[src/rtl/key_event_if.sv]
// ---------------------------------------------------------------------------
// key_event_if
// Bundles the keyboard/VGA inputs and the game-action outputs of
// key_event_gen into one port.
// Revision: 1.0
// ---------------------------------------------------------------------------
`default_nettype none

interface key_event_if;
    logic       VGA_VS;
    logic [7:0] keycode;
    logic       accept;
    logic       frame_tick;
    logic       move_left;
    logic       move_right;
    logic       rotate;
    logic       soft_drop;
    logic       hard_drop;

    // Stimulus side: keyboard, VGA controller and game FSM
    modport master (
        output VGA_VS, keycode, accept,
        input  frame_tick, move_left, move_right, rotate, soft_drop, hard_drop
    );

    // Key event generator side
    modport slave (
        input  VGA_VS, keycode, accept,
        output frame_tick, move_left, move_right, rotate, soft_drop, hard_drop
    );
endinterface

`default_nettype wire

[src/rtl/key_event_gen.sv]
// ---------------------------------------------------------------------------
// key_event_gen
// Turns the raw HID keycode into one-cycle game-action pulses with DAS and
// auto-repeat for left/right, repeat for soft drop, and single-shot rotate
// and hard drop. Also produces a frame tick from VGA vertical sync.
// Revision: 1.0
// ---------------------------------------------------------------------------
`default_nettype none

module key_event_gen #(
    parameter int DAS_FRAMES  = 10,
    parameter int ARR_FRAMES  = 2,
    parameter int SOFT_FRAMES = 2
) (
    input  wire logic  Clk,
    input  wire logic  reset,
    key_event_if.slave bus
);

    localparam logic [7:0] KEY_LEFT  = 8'h50;
    localparam logic [7:0] KEY_RIGHT = 8'h4F;
    localparam logic [7:0] KEY_ROT   = 8'h52;
    localparam logic [7:0] KEY_SOFT  = 8'h51;
    localparam logic [7:0] KEY_HARD  = 8'h2C;

    localparam logic [5:0] DAS_C  = 6'(DAS_FRAMES);
    localparam logic [5:0] ARR_C  = 6'(ARR_FRAMES);
    localparam logic [5:0] SOFT_C = 6'(SOFT_FRAMES);

    // Timing counters are 6 bits wide, so only 1..63 frames can be expressed.
    generate
        if (DAS_FRAMES < 1 || DAS_FRAMES > 63 ||
            ARR_FRAMES < 1 || ARR_FRAMES > 63 ||
            SOFT_FRAMES < 1 || SOFT_FRAMES > 63) begin : g_bad_param
            $error("key_event_gen: frame parameters must be in 1..63");
        end
    endgenerate

    typedef enum logic [1:0] {
        H_IDLE   = 2'd0,
        H_DAS    = 2'd1,
        H_REPEAT = 2'd2
    } hstate_t;

    // Registered state
    logic       vs_s0, vs_s1, vs_d;
    logic [7:0] key_q, key_prev;
    hstate_t    hstate;
    logic [7:0] dir;
    logic [5:0] cnt;
    logic [5:0] scnt;
    logic       s_active;
    logic       hd_ready;
    logic       frame_tick_q, left_q, right_q, rot_q, soft_q, hard_q;

    // Next-state values
    hstate_t    hstate_n;
    logic [7:0] dir_n;
    logic [5:0] cnt_n;
    logic [5:0] scnt_n;
    logic       s_active_n;
    logic       hd_ready_n;
    logic       left_n, right_n, rot_n, soft_n, hard_n;

    logic       tick;
    logic       h_press;

    assign tick    = vs_s1 & ~vs_d;
    assign h_press = (key_q == KEY_LEFT || key_q == KEY_RIGHT) && (key_prev != key_q);

    // Register VS synchroniser, key pipeline, FSM state, counters and pulses
    always_ff @(posedge Clk or posedge reset) begin
        if (reset) begin
            vs_s0        <= 1'b0;
            vs_s1        <= 1'b0;
            vs_d         <= 1'b0;
            key_q        <= 8'h00;
            key_prev     <= 8'h00;
            hstate       <= H_IDLE;
            dir          <= 8'h00;
            cnt          <= 6'd0;
            scnt         <= 6'd0;
            s_active     <= 1'b0;
            hd_ready     <= 1'b1;
            frame_tick_q <= 1'b0;
            left_q       <= 1'b0;
            right_q      <= 1'b0;
            rot_q        <= 1'b0;
            soft_q       <= 1'b0;
            hard_q       <= 1'b0;
        end else begin
            vs_s0        <= bus.VGA_VS;
            vs_s1        <= vs_s0;
            vs_d         <= vs_s1;
            key_q        <= bus.keycode;
            key_prev     <= key_q;
            hstate       <= hstate_n;
            dir          <= dir_n;
            cnt          <= cnt_n;
            scnt         <= scnt_n;
            s_active     <= s_active_n;
            hd_ready     <= hd_ready_n;
            frame_tick_q <= tick;
            left_q       <= left_n;
            right_q      <= right_n;
            rot_q        <= rot_n;
            soft_q       <= soft_n;
            hard_q       <= hard_n;
        end
    end

    // Horizontal DAS/ARR machine: a changed key always drops back to idle and
    // is re-evaluated as a press in the same cycle, so press beats a tick.
    always_comb begin
        hstate_n = hstate;
        dir_n    = dir;
        cnt_n    = cnt;
        left_n   = 1'b0;
        right_n  = 1'b0;
        if (!bus.accept) begin
            hstate_n = H_IDLE;
            cnt_n    = 6'd0;
        end else if (hstate == H_IDLE || key_q != dir) begin
            hstate_n = H_IDLE;
            cnt_n    = 6'd0;
            if (h_press) begin
                dir_n    = key_q;
                hstate_n = H_DAS;
                left_n   = (key_q == KEY_LEFT);
                right_n  = (key_q == KEY_RIGHT);
            end
        end else if (tick) begin
            case (hstate)
                H_DAS: begin
                    if (cnt + 6'd1 == DAS_C) begin
                        left_n   = (dir == KEY_LEFT);
                        right_n  = (dir == KEY_RIGHT);
                        cnt_n    = 6'd0;
                        hstate_n = H_REPEAT;
                    end else begin
                        cnt_n = cnt + 6'd1;
                    end
                end
                H_REPEAT: begin
                    if (cnt + 6'd1 == ARR_C) begin
                        left_n  = (dir == KEY_LEFT);
                        right_n = (dir == KEY_RIGHT);
                        cnt_n   = 6'd0;
                    end else begin
                        cnt_n = cnt + 6'd1;
                    end
                end
                default: begin
                    hstate_n = H_IDLE;
                    cnt_n    = 6'd0;
                end
            endcase
        end
    end

    // Soft drop repeats only after a fresh press seen while accept was high
    always_comb begin
        scnt_n     = scnt;
        s_active_n = s_active;
        soft_n     = 1'b0;
        if (!bus.accept || key_q != KEY_SOFT) begin
            scnt_n     = 6'd0;
            s_active_n = 1'b0;
        end else if (key_prev != KEY_SOFT) begin
            soft_n     = 1'b1;
            s_active_n = 1'b1;
            scnt_n     = 6'd0;
        end else if (s_active && tick) begin
            if (scnt + 6'd1 == SOFT_C) begin
                soft_n = 1'b1;
                scnt_n = 6'd0;
            end else begin
                scnt_n = scnt + 6'd1;
            end
        end
    end

    // Rotate fires on the press edge; hard drop is armed again only by a
    // cycle without the key, regardless of accept
    always_comb begin
        rot_n      = bus.accept && (key_q == KEY_ROT) && (key_prev != KEY_ROT);
        hard_n     = 1'b0;
        hd_ready_n = hd_ready;
        if (key_q == KEY_HARD) begin
            if (hd_ready) begin
                hard_n     = bus.accept;
                hd_ready_n = 1'b0;
            end
        end else begin
            hd_ready_n = 1'b1;
        end
    end

    assign bus.frame_tick = frame_tick_q;
    assign bus.move_left  = left_q;
    assign bus.move_right = right_q;
    assign bus.rotate     = rot_q;
    assign bus.soft_drop  = soft_q;
    assign bus.hard_drop  = hard_q;

endmodule

`default_nettype wire
[src/flat_wrapper.sv]
// flat-port wrapper written by rule: the top's interface ports become plain ports
module key_event_gen_flat 
#(
    parameter int DAS_FRAMES  = 10,
    parameter int ARR_FRAMES  = 2,
    parameter int SOFT_FRAMES = 2
)
  (Clk, reset, bus_VGA_VS, bus_keycode, bus_accept, bus_frame_tick, bus_move_left, bus_move_right, bus_rotate, bus_soft_drop, bus_hard_drop);
  key_event_if bus_i ();
  input  wire logic Clk;
  input  wire logic reset;
  input wire logic [$bits(bus_i.VGA_VS)-1:0] bus_VGA_VS;
  input wire logic [$bits(bus_i.keycode)-1:0] bus_keycode;
  input wire logic [$bits(bus_i.accept)-1:0] bus_accept;
  output wire logic [$bits(bus_i.frame_tick)-1:0] bus_frame_tick;
  output wire logic [$bits(bus_i.move_left)-1:0] bus_move_left;
  output wire logic [$bits(bus_i.move_right)-1:0] bus_move_right;
  output wire logic [$bits(bus_i.rotate)-1:0] bus_rotate;
  output wire logic [$bits(bus_i.soft_drop)-1:0] bus_soft_drop;
  output wire logic [$bits(bus_i.hard_drop)-1:0] bus_hard_drop;
  assign bus_i.VGA_VS = bus_VGA_VS;
  assign bus_i.keycode = bus_keycode;
  assign bus_i.accept = bus_accept;
  assign bus_frame_tick = bus_i.frame_tick;
  assign bus_move_left = bus_i.move_left;
  assign bus_move_right = bus_i.move_right;
  assign bus_rotate = bus_i.rotate;
  assign bus_soft_drop = bus_i.soft_drop;
  assign bus_hard_drop = bus_i.hard_drop;
  key_event_gen #(.DAS_FRAMES(DAS_FRAMES), .ARR_FRAMES(ARR_FRAMES), .SOFT_FRAMES(SOFT_FRAMES)) u_core (.Clk(Clk), .reset(reset), .bus(bus_i));
endmodule
[config.mk]
export PLATFORM = sky130hd
export DESIGN_NAME = key_event_gen_flat
export DESIGN_NICKNAME = d
export VERILOG_FILES = /design/src/rtl/key_event_if.sv /design/src/rtl/key_event_gen.sv /design/src/flat_wrapper.sv
export SDC_FILE = /design/constraint.sdc
export NUM_CORES = 1
export LEC_CHECK = 0
export BUFFER_PORTS_ARGS = -buffer_cell sky130_fd_sc_hd__buf_2
export CORE_ASPECT_RATIO = 1.25
export CORE_MARGIN = 2
export CORE_UTILIZATION = 29
export CTS_BUF_LIST = sky130_fd_sc_hd__clkbuf_4
export CTS_CLUSTER_SIZE = 12
export DETAILED_ROUTE_END_ITERATION = 12
export PLACE_DENSITY = 0.49
export SETUP_SLACK_MARGIN = 0.5
export SYNTH_ARGS = -nofsm -noshare
export SYNTH_HDL_FRONTEND = slang
export SYNTH_SLANG_ARGS = --single-unit
[constraint.sdc]
create_clock -name Clk -period 1.88 [get_ports Clk]
set_clock_uncertainty 0.1 [all_clocks]
set_input_delay 0.094 -clock Clk [delete_from_list [all_inputs] [get_ports Clk]]
set_output_delay 0.094 -clock Clk [all_outputs]
set_load 0.02 [all_outputs]
After elaboration in Yosys (flattened, before gate mapping)
Cells that the tools add are included.
{"block": "word_totals", "regBits": 49, "output_inout_bits": 6, "wordCells": 92}
{"block": "op_classes", "addsub": 2, "eq_ne": 19, "muxes": 39, "n_bitwise": 2, "reduce_logical": 13}
{"op": "6-bit 2-to-1 mux", "count": 9}
{"op": "8-bit by 7-bit equality test with 1-bit output, second input constant", "count": 5}
{"op": "8-bit by 7-bit != test with 1-bit output, second input constant", "count": 3}
{"op": "1-bit 2-to-1 mux", "count": 22}
{"op": "8-bit != test", "count": 2}
{"op": "6-bit by 1-bit adder with 6-bit output, second input constant", "count": 2}
{"op": "6-bit by 2-bit equality test with 1-bit output, second input constant", "count": 2}
{"op": "6-bit one-hot mux with 2 select lines", "count": 1}
{"op": "8-bit by 6-bit equality test with 1-bit output, second input constant", "count": 1}
{"op": "2-bit 2-to-1 mux", "count": 4}
{"op": "6-bit by 4-bit equality test with 1-bit output, second input constant", "count": 1}
{"op": "3-bit AND reduction", "count": 2}
{"op": "1-bit logical AND", "count": 4}
{"op": "4-bit by 2-bit != test with 1-bit output, second input constant", "count": 1}
{"op": "1-bit one-hot mux with 2 select lines", "count": 2}
{"op": "2-bit one-hot mux with 2 select lines", "count": 1}
{"op": "1-bit logical OR", "count": 3}
{"op": "3-bit by 1-bit != test with 1-bit output, second input constant", "count": 1}
{"op": "3-bit by 2-bit != test with 1-bit output, second input constant", "count": 1}
{"op": "3-bit nonzero test", "count": 1}
{"op": "2-bit by 1-bit equality test with 1-bit output, second input constant", "count": 1}
{"op": "2-bit equality test, second input constant", "count": 1}
{"op": "2-bit logical NOT", "count": 1}
{"op": "2-bit nonzero test", "count": 1}
{"op": "3 further kinds", "count": 3}

Logic depth before layout (Yosys ltp)
{"block": "logic_depth", "ltp_word": 7, "mapped_depth": 7, "depth_no_buf": 6}

Worst setup path after synthesis
Ideal clock, no wire load.
{"block": "synth_timing", "path_kind": "register to register", "from": "register u_core.hstate[0]", "to": "register u_core.dir[1]", "setup_time_ns": 0.125, "t_arrival_ns": 1.596, "path_slack_ns": 0.059, "stages_incl_launch_ff": 8, "path_cell_list": "dfrtp_1 -> inv_1 -> ha_1 -> nor4_2 -> and3_1 -> nor3_2 -> buf_6 -> mux2_4"}
{"block": "synth_via", "elab_chain_len": 3}
{"element": "from (decl)", "line": "key_event_gen.sv:48", "source": "hstate_t hstate;"}
{"element": "from (signal assigned)", "line": "key_event_gen.sv:97", "source": "hstate <= hstate_n;"}
{"element": "2-bit logical NOT", "line": "key_event_gen.sv:123", "source": "end else if (hstate == H_IDLE || key_q != dir) begin"}
{"element": "1-bit logical OR", "line": "key_event_gen.sv:123"}
{"element": "3-bit AND reduction (no line)"}
{"element": "to (signal assigned)", "line": "key_event_gen.sv:98", "source": "dir <= dir_n;"}
{"element": "to (decl)", "line": "key_event_gen.sv:49", "source": "logic [7:0] dir;"}
Every way passes these cells.
A chain may end at the register's enable or synchronous reset.

Worst setup path after layout
{"block": "layout_timing", "from": "register u_core.key_q[4]", "to": "register u_core.dir[1]"}
{"block": "layout_via", "elab_chain_len": 4}
{"element": "from (decl)", "line": "key_event_gen.sv:47", "source": "logic [7:0] key_q, key_prev;"}
{"element": "from (signal assigned)", "line": "key_event_gen.sv:95", "source": "key_q <= bus.keycode;"}
{"element": "8-bit by 7-bit equality test with 1-bit output", "line": "key_event_gen.sv:69", "source": "assign h_press = (key_q == KEY_LEFT || key_q == KEY_RIGHT) && (key_prev != key_q);"}
{"element": "1-bit logical OR", "line": "key_event_gen.sv:69"}
{"element": "1-bit logical AND", "line": "key_event_gen.sv:69"}
{"element": "3-bit AND reduction (no line) *"}
Every way passes the cells marked *; elsewhere a longest branch is shown, timed or not.

==> implementation parameters <==
Parameter                              Value

Run status
  Run status    finished with violations
  Failing checks    negative setup slack

Synth
  Synth Area in Adders    ~3.7%
  Main area contributors after synthesis    sky130_fd_sc_hd__dfrtp_1 (51%), sky130_fd_sc_hd__xnor2_1 (5.6%), sky130_fd_sc_hd__ha_1 (3.7%)
  Unique cell type count in the Yosys netlist    between 50 and 60
  Synthesis Warnings    0
  List of most frequent post-synthesis cells    sky130_fd_sc_hd__dfrtp_1 (48), sky130_fd_sc_hd__xnor2_1 (15), sky130_fd_sc_hd__nor2_1 (11)
  Simple-gate portion of the synthesized area    between 10% and 20%
  Share of the synthesized netlist area taken by xor and xnor gates    10.26%
  Compound-gate portion of the synthesized area    8.661%
  Async set-reset flop share out of synthesis    100.0%
  Most common flop cell mapped by yosys    sky130_fd_sc_hd__dfrtp_1
  Combinational family with the most area after synthesis    simple AND/OR/NAND/NOR gates
  Sequential element share of the synthesized area    52.13%
  Cell taking the most area after synthesis    sky130_fd_sc_hd__dfrtp_1
  Multiplexer share of the synthesized area    2.816%
  Most instantiated library cell after synthesis    sky130_fd_sc_hd__dfrtp_1
  Synth Instances    204
  Cell area after technology mapping    2355 um^2
  Share of Yosys cell area claimed by the top area cell type    51.01%
  Mean cell area of the mapped netlist    11.54 um^2
  Number of enable-type register cells in the synthesized netlist    0
  Net Count, Synth    223
  Register bit total from synthesis    49

Clock network
  Num CTS Buffers    5
  Register clock-pin slew on the reported worst setup and hold paths    around 0.15 ns
  Root buffer cell    sky130_fd_sc_hd__clkbuf_4
  Total number of H-tree levels    2
  Longest Clk Path Bufs    2
  Clock tree from TritonCTS    done
  Number of sinks driven by the clock tree    between 40 and 50
  Source-to-sink clock delay at the later pin of the worst-skew pair    0.37 ns

Critical path
  Critical Path End Type    flip-flop
  Crit path launch type    flip-flop
  Worst path required time    2.05 ns
  Worst Path Arrival    just over 2 ns
  Top fanout value on the critical path    5
  Worst Path Class, Setup    flip-flop to flip-flop

Place
  Number of cells in the design after placement    338
  Pre-CTS setup slack    -0.04462 ns
  Placer Congestion    0.7697
  Sum of net half-perimeters after detailed placement    3645 um
  Buffers on Ports    17

Drt
  Detail-routed net length per standard cell    between 10 and 15 um
  Number of DRC violations after detailed routing    0
  Length of the first detailed-routing pass in iterations    3
  WL final    about 5300 um
  Via count    1,789
  Via-to-Cell Ratio    4.745
  DRC violation total after the first TritonRoute iteration    21
  Number of routed nets with antenna violations    0

Finish
  Share of layout cells above drive strength 1    50.00%
  Area taken by flip-flops and latches    1236 um^2
  Fill cell total of the finished layout    773
  Area delta synth->final    46.76%
  Non-filler instance count after layout    377
  Number of nets in the finished design    300
  Number of diodes added for antenna fixing    0
  Multi-input logic area    1390 um^2

STA
  Worst slew margin relative to its limit    59.96%
  Period minus WS final    between 1.5 and 2 ns
  Final setup viols    5
  Share of the cycle needed by the critical path after routing    100.7%
  Final hold vios    0
  Final setup slack of the worst path    -0.01385 ns
  Measured slew at the worst slew-check pin    0.5997 ns
  Peak clock frequency supported by timing    0.5280 GHz
  Final slew viol count    0
  Setup repair after global routing missed its margin    yes

Floorplanning
  Number of primary I/O pins    18
  Starting utilization of the core area    30.04%
  Area of the core    about 8000 um^2
  Die H    104.7 um
  Die outline width    84.60 um
  Die area    8861 um^2
  Total number of placement rows    36

Global route
  Maximum number of pins on one net before global-route repair    29
  Wire length of the first global-routing pass    9045 um
  Via count of the first global-routing pass    1,859
  Initial antenna violation count    0
  Tot GR Track Use    12.80%
  Grt total ovfl    0

Power and ir drop
  Leakage component of the power    ~1.5 nW
  Power Dens Cells    a little over 600 nW/um^2
  Maximum vdd ir drop    493.6 uV

Worst hold path
  Class of the most critical hold timing path    input pin to flip-flop

Flow run
  Max-capacitance violation count    0
-- placed cells by master, fill, tap and decap left out, drive strengths merged, types with 7 or more instances in the layout --
| master | instances |
|---|---|
| buf | 61 |
| dfrtp | 48 |
| xnor2 | 15 |
| dlygate4sd3 | 12 |
| inv | 11 |
| nor2 | 11 |
| xor2 | 10 |
| nand2 | 8 |
| nor3 | 8 |
| nand3 | 8 |
| nand4 | 7 |
| and3 | 7 |
| ha | 7 |
-- final timing paths --
check	start	endpoint	slack [ns]	cells after the start
max	u_core.key_q[4]$_DFF_PP0_	u_core.dir[1]$_DFFE_PP0P_	-0.01	6
min	bus_accept	u_core.cnt[3]$_DFFE_PP0P_	0.08	4
max reg2reg	u_core.key_q[4]$_DFF_PP0_	u_core.dir[1]$_DFFE_PP0P_	-0.01	6
min reg2reg	u_core.vs_s0$_DFF_PP0_	u_core.vs_s1$_DFF_PP0_	0.26	0
max in group asynchronous	reset	u_core.dir[7]$_DFFE_PP0P_	0.84	4
min in group asynchronous	reset	u_core.bus.frame_tick$_DFF_PP0_	0.21	3
-- state kept, by name, summed over array words and instances (netlist names), 2 cells and up --
| name | count |
|---|---|
| u_core.dir | 8 |
| u_core.key_prev | 8 |
| u_core.key_q | 8 |
| u_core.cnt | 6 |
| u_core.scnt | 6 |
| u_core.hstate | 2 |
-- through the flow --
| stage | hold WS (ns) | power, mW | instance area, um^2 | utilization [%] | setup TNS, ns |
|---|---|---|---|---|---|
| 6_report | 0.08274 | 2.108 | 3456 | 44.09 | -0.04831 |
| 3_5_place_dp | 0.1033 | 1.299 | 2793 | 35.63 | -0.1792 |
| 5_1_grt | 0.09181 | 2.201 | 3456 | 44.09 | -0.9788 |
| 2_1_floorplan | 0.02543 | 1.227 | 2422 | - | 0 |
| 3_3_place_gp | 0.1017 | 1.299 | 2793 | 35.63 | -0.1529 |
| 4_1_cts | 0.09306 | 2.129 | 3341 | 42.62 | -0.02586 |
-- metal layers --
layer / part of all wire [%] / up-vias / GRT usage, %
li1: - / 884 / -
met1: 41 / 881 / 14.85
met2: 56 / 17 / 23.28
met3: 2.0 / 7 / 2.212
met4: 1.5 / 0 / 4.649
met5: 0 / - / 0
-- cells by family after synthesis --
kind of cell / Yosys count
flops: 49
xor+xnor: 26
compound gates: 28
buf+inv: 14
simple gates: 75
fa+ha+maj: 7
mux: 5
-- area by class of cell --
| cell class | count | share of cell area (%) |
|---|---|---|
| repair buffers | 73 | 16.26 |
| flip-flops and latches | 49 | 35.77 |
| multi-input cells | 141 | 40.22 |
| clock inverters | 3 | 1.991 |
| clock buffers | 5 | 1.086 |
| well taps | 95 | 3.440 |
| inverters | 11 | 1.231 |
-- critical path: stages (launching register included) --
cell and delay, ns:
sky130_fd_sc_hd__dfrtp_2 0.47, sky130_fd_sc_hd__and4bb_1 0.29, sky130_fd_sc_hd__and4b_1 0.22, sky130_fd_sc_hd__a22oi_2 0.09, sky130_fd_sc_hd__nor3_4 0.17, sky130_fd_sc_hd__buf_6 0.16, sky130_fd_sc_hd__mux2_4 0.30
-- report_power, final --
part / switching, mW / internal, mW / leakage (nW) / total [mW]
clock: 0.360 / 0.419 / 0.0558 / 0.779
combinational: 0.0907 / 0.108 / 0.785 / 0.199
sequential: 0.0402 / 1.09 / 0.620 / 1.13
total: 0.491 / 1.62 / 1.46 / 2.11
-- what timing repair did --
action | in CTS | in global routing
resized for setup | 53 | 11
gates cloned | 1 | 0
hold buffers | 12 | 0
buffers inserted | 9 | 9
setup endpoints to repair | 27 | 27
hold endpoints to repair | 36 | 0
pin swaps | 11 | 13
Power figures use the tool's default switching activity.
